File: config.mk
export PLATFORM = sky130hd
export DESIGN_NAME = priority_encoder16
export DESIGN_NICKNAME = d
export VERILOG_FILES = /design/src/rtl/priority_encoder16.sv
export SDC_FILE = /design/constraint.sdc
export NUM_CORES = 1
export LEC_CHECK = 0
export CAP_MARGIN = 20
export CORE_MARGIN = 1.5
export CORE_UTILIZATION = 45
export DETAILED_ROUTE_END_ITERATION = 12
export GPL_TIMING_DRIVEN = 0
export PLACE_DENSITY_LB_ADDON = 0.2
export SETUP_SLACK_MARGIN = 0.5
export SYNTH_ARGS = -nofsm -noshare
export SYNTH_HDL_FRONTEND = slang
export SYNTH_SLANG_ARGS = --single-unit
File: constraint.sdc
create_clock -name clk -period 2.35 [get_ports clk]
set_input_delay 0.3525 -clock clk [delete_from_list [all_inputs] [get_ports clk]]
set_output_delay 0.3525 -clock clk [all_outputs]
set_load 0.02 [all_outputs]
File: src/rtl/priority_encoder16.sv
`default_nettype none
//==============================================================================
// Module      : priority_encoder16
// Description : Registered 16-to-4 request encoder. Request pulses are
//               collected in a sticky pending register. The index of one
//               selected pending request is presented on code with a
//               valid/ready handshake, and that request is cleared when the
//               consumer accepts it.
//               Optional macro PRIORITY_ENCODER16_RR_EN selects round-robin
//               arbitration. When the macro is undefined, the encoder uses
//               fixed priority, with the lowest index winning.
// Revision    : 1.0 - initial release
//==============================================================================
module priority_encoder16 (
    input  logic        clk,
    input  logic        rst_n,
    input  logic [15:0] req,
    input  logic        clr,
    output logic [3:0]  code,
    output logic        valid,
    input  logic        ready,
    output logic [15:0] pending,
    output logic        none
);

    logic [15:0] r_pending;
    logic [3:0]  r_code;
    logic        r_valid;
    logic        r_none;

    logic        w_grant;
    logic [15:0] w_gmask;
    logic [15:0] w_pend_next;
    logic        w_reload;
    logic [3:0]  w_base;
    logic [3:0]  w_idx;
    logic [3:0]  w_sel;

    assign w_grant  = r_valid & ready;
    assign w_gmask  = w_grant ? (16'd1 << r_code) : 16'd0;
    assign w_reload = ~r_valid | ready;

    // Drop the granted bit and merge in new requests. A re-raised request on the granted index survives. clr wipes everything.
    always_comb begin
        w_pend_next = (r_pending & ~w_gmask) | req;
        if (clr) begin
            w_pend_next = 16'd0;
        end
    end

`ifdef PRIORITY_ENCODER16_RR_EN
    logic [3:0] r_ptr;

    // The scan starts just past a granted code, so a reload in the same cycle already uses the advanced pointer.
    always_comb begin
        w_base = w_grant ? (r_code + 4'd1) : r_ptr;
    end

    // The round-robin pointer follows each accepted code. clr rewinds it to 0.
    always_ff @(posedge clk or negedge rst_n) begin
        if (!rst_n) begin
            r_ptr <= 4'd0;
        end else if (clr) begin
            r_ptr <= 4'd0;
        end else if (w_grant) begin
            r_ptr <= r_code + 4'd1;
        end
    end
`else
    // With fixed priority, the scan always starts at index 0.
    always_comb begin
        w_base = 4'd0;
    end
`endif

    // The scan walks from base upward with wrap-around. It runs from the far end back, so the nearest set bit is written last and wins.
    always_comb begin
        w_sel = 4'd0;
        w_idx = 4'd0;
        for (int i = 15; i >= 0; i--) begin
            w_idx = w_base + 4'(i);
            if (w_pend_next[w_idx]) begin
                w_sel = w_idx;
            end
        end
    end

    // The pending register and output slot are updated here. The slot reloads only when it is empty or being accepted, so it stays frozen under back-pressure.
    always_ff @(posedge clk or negedge rst_n) begin
        if (!rst_n) begin
            r_pending <= 16'd0;
            r_code    <= 4'd0;
            r_valid   <= 1'b0;
            r_none    <= 1'b1;
        end else begin
            r_pending <= w_pend_next;
            r_none    <= (w_pend_next == 16'd0);
            if (clr) begin
                r_valid <= 1'b0;
                r_code  <= 4'd0;
            end else if (w_reload) begin
                r_valid <= |w_pend_next;
                r_code  <= w_sel;
            end
        end
    end

    assign code    = r_code;
    assign valid   = r_valid;
    assign pending = r_pending;
    assign none    = r_none;

endmodule
`default_nettype wire

==> impl_metrics.yaml <==
finish:
  fin_nets: 218
  finalNonFillerCells: 228
  drive_above_1_share_pct: 34.5
  ff_latch_area_um2: 558
  finalInstanceArea_um2: 2090
  antenna_cells: 0
  multiInputGateArea_um2: 815
  area_growth_pct: 64.8
  nFillCells: 187
timing:
  max_slew_margin_pct: 74.8
  period_needed_ps: 1950
  slew_violations: 0
  fmax_mhz: 513
  final_hold_viol_count: 0
  rsz0062_at_grt: "true"
  tightest_slew_ps: 378
  setup-violations-final: 0
  post-route-period-util_pct: 83.0
  fin_skew_ps: 7.37
setup_path:
  crit_fanout: 5
  crit_required_ps: 2570
  timing.rr.start: "code[0]"
  crit_type: "register to register"
  reg2reg_to: "valid"
  start_kind: "register"
  worstRegToRegCells: 7
  arrival_ps: 2170
  end_kind: "register"
  rrSetupSlack_ps: 400
logic_synthesis:
  synthesis.nets: 156
  synth.most_common_cell: "nor2_1"
  synth-warning-count: 0
  synthTopCellsByCount: "nor2_1 (26), dfrtp_1 (21), a21oi_1 (9), a211oi_1 (7)"
  async_reset_ff_share_pct: 100
  syn_area_um2: 1270
  synth-seq-cells: 22
  syn_inst: 136
  synth_flop_cell: "dfrtp_1"
  synth_cell_type_count: 37
  synth_top_area_cell: "dfrtp_1"
  ys_seq_area_share_pct: 43.4
  syn_avg_cell_area_um2: 9.35
  synthTopCellsByArea: "dfrtp_1 (41%), nor2_1 (7.7%), a211oi_1 (4.1%)"
  netlist.area_leader.share_pct: 41.3
  synth_edf_count: 0
floorplan:
  rows: 19
  initial_core_util_pct: 46.9
  core_um2: 2710
  dieWidth_um: 56.2
  die_h_um: 56.2
  pin_count: 42
  die-area_um2: 3150
placement:
  port_buffers: 41
  place_area_um2: 1730
  dp.cells: 208
  place_hpwl_mm: 2.46
  gp_congestion: 0.907
run_status:
  status: "finished, final reports clean"
routing:
  wirelength_mm: 3.97
  viasPerCell: 5.99
  vias: 1366
  wl_per_cell_um: 17.4
  drtIter0Drc: 31
  drc: 0
  ant_nets: 0
  drt_first_pass_iters: 4
grt:
  first_global_vias: 1257
  antenna_found_initial: 0
  grt_pass1_wl_mm: 5.87
  grt_max_degree: 23
  gr-total-overflow: 0
  grt_usage_pct: 24.2
run:
  maxCapViolations: 0
clock_tree:
  htreeDepth: 1
  path_clk_slew_ps: 140
  clk_latency_ps: 330
  cts_tree: "done"
  hold_buffers: 0
  cts_root_buffer: "clkbuf_4"
  clockBufferDepth: 2
  clock_sinks: 22
  numCtsBuffers: 3
power_and_ir_drop:
  p_leak_uw: 0.000866
  peakVddDrop_v: 0.000402
  p_int_uw: 750
  p_clk_share_pct: 28.3
  switching_share_pct: 30.2
  p_comb_share_pct: 32.3
  power_frac_seq_pct: 39.4
  p_sw_uw: 325
  power_density_nw_per_um2: 514
hold_path:
  hp-class: "input pin to asynchronous set/reset pin"
## final cells by class
cell class                      instances  area share (%)
Buffer                                  6            2.03
Clock buffer                            3            1.08
Clock inverter                          1            1.43
Inverter                                5           0.896
Multi-Input combinational cell        103            38.9
Sequential cell                        22            26.6
Tap cell                               31            1.85
Timing Repair Buffer                   57            27.2
## sequential cells by signal, indices dropped and copies added, names as in the netlist
signal / flops
pending: 16
valid: 1
none: 1
code: 4
## per-stage QoR
step	setup TNS (ps)	power [uW]	utilization, %	hold WS, ps	worst slack, ps
global route	0	1110	77.3	210	315
floorplan	0	561	-	56.9	544
global placement	-68.4	677	63.9	528	-68.4
CTS	0	999	69.2	569	428
detailed placement	-94.2	682	63.9	537	-88.3
finish	0	1080	77.3	215	400
## layout by cell type, fill, tap and decap left out, drive strengths merged, types with 2 or more instances in the layout
master and count:
nor2 26, a31oi 2, a21oi 9, or3 2, buf 20, dfrtp 21, clkdlybuf4s50 39, a211oi 11
nor3b 5, mux2i 2, and2 2, o21ai 6, o31ai 2, o41ai 2, clkbuf 5, nor3 5
nand2b 4, and4b 2, nand2 6, nor4 2, inv 5, nor2b 2
## power groups by stage
stage          clock (uW)  sequential (uW)  combinational (uW)
2_1_floorplan           0              455                 107
3_3_place_gp            0              428                 249
3_5_place_dp            0              430                 252
4_1_cts               302              419                 278
5_1_grt               317              427                 366
6_report              304              424                 348
## worst max path at each step
stage,end,cells past startpoint,from
final,valid,7,code[0]
after global routing,valid,7,code[1]
after CTS,valid,6,code[2]
after detailed placement,valid,8,ready
after global placement,valid,7,ready
after floorplan,valid,6,code[2]
## cells by family after synthesis
group / share of synthesized area (%)
AND/OR/NAND/NOR: 27.8
AO/OA/AOI/OAI: 23.4
multiplexers: 1.57
flip-flops: 43.4
buffers and inverters: 3.84
## layer usage
metal | global-route usage [%] | vias to the layer above | share of wire [%]
met4 | 10.9 | 0 | 2.5
met1 | 30.7 | 661 | 40
met3 | 4.65 | 10 | 6.6
met5 | 0 | - | 0
met2 | 39.7 | 68 | 51
li1 | - | 627 | -
## critical path: stages, from the launching register on
cell	delay [ps]
dfrtp_2	490
buf_8	150
mux2i_2	190
a31oi_1	120
o31ai_2	340
nand2_2	140
nor4_4	330
nand2b_1	80
## what timing repair did
item	in CTS	in global routing
gates cloned	0	1
endpoints found under the setup margin	7	7
pin swaps	3	7
buffers inserted	6	8
gates resized for setup	11	27
No activity file was read; power rests on OpenSTA's default activity.
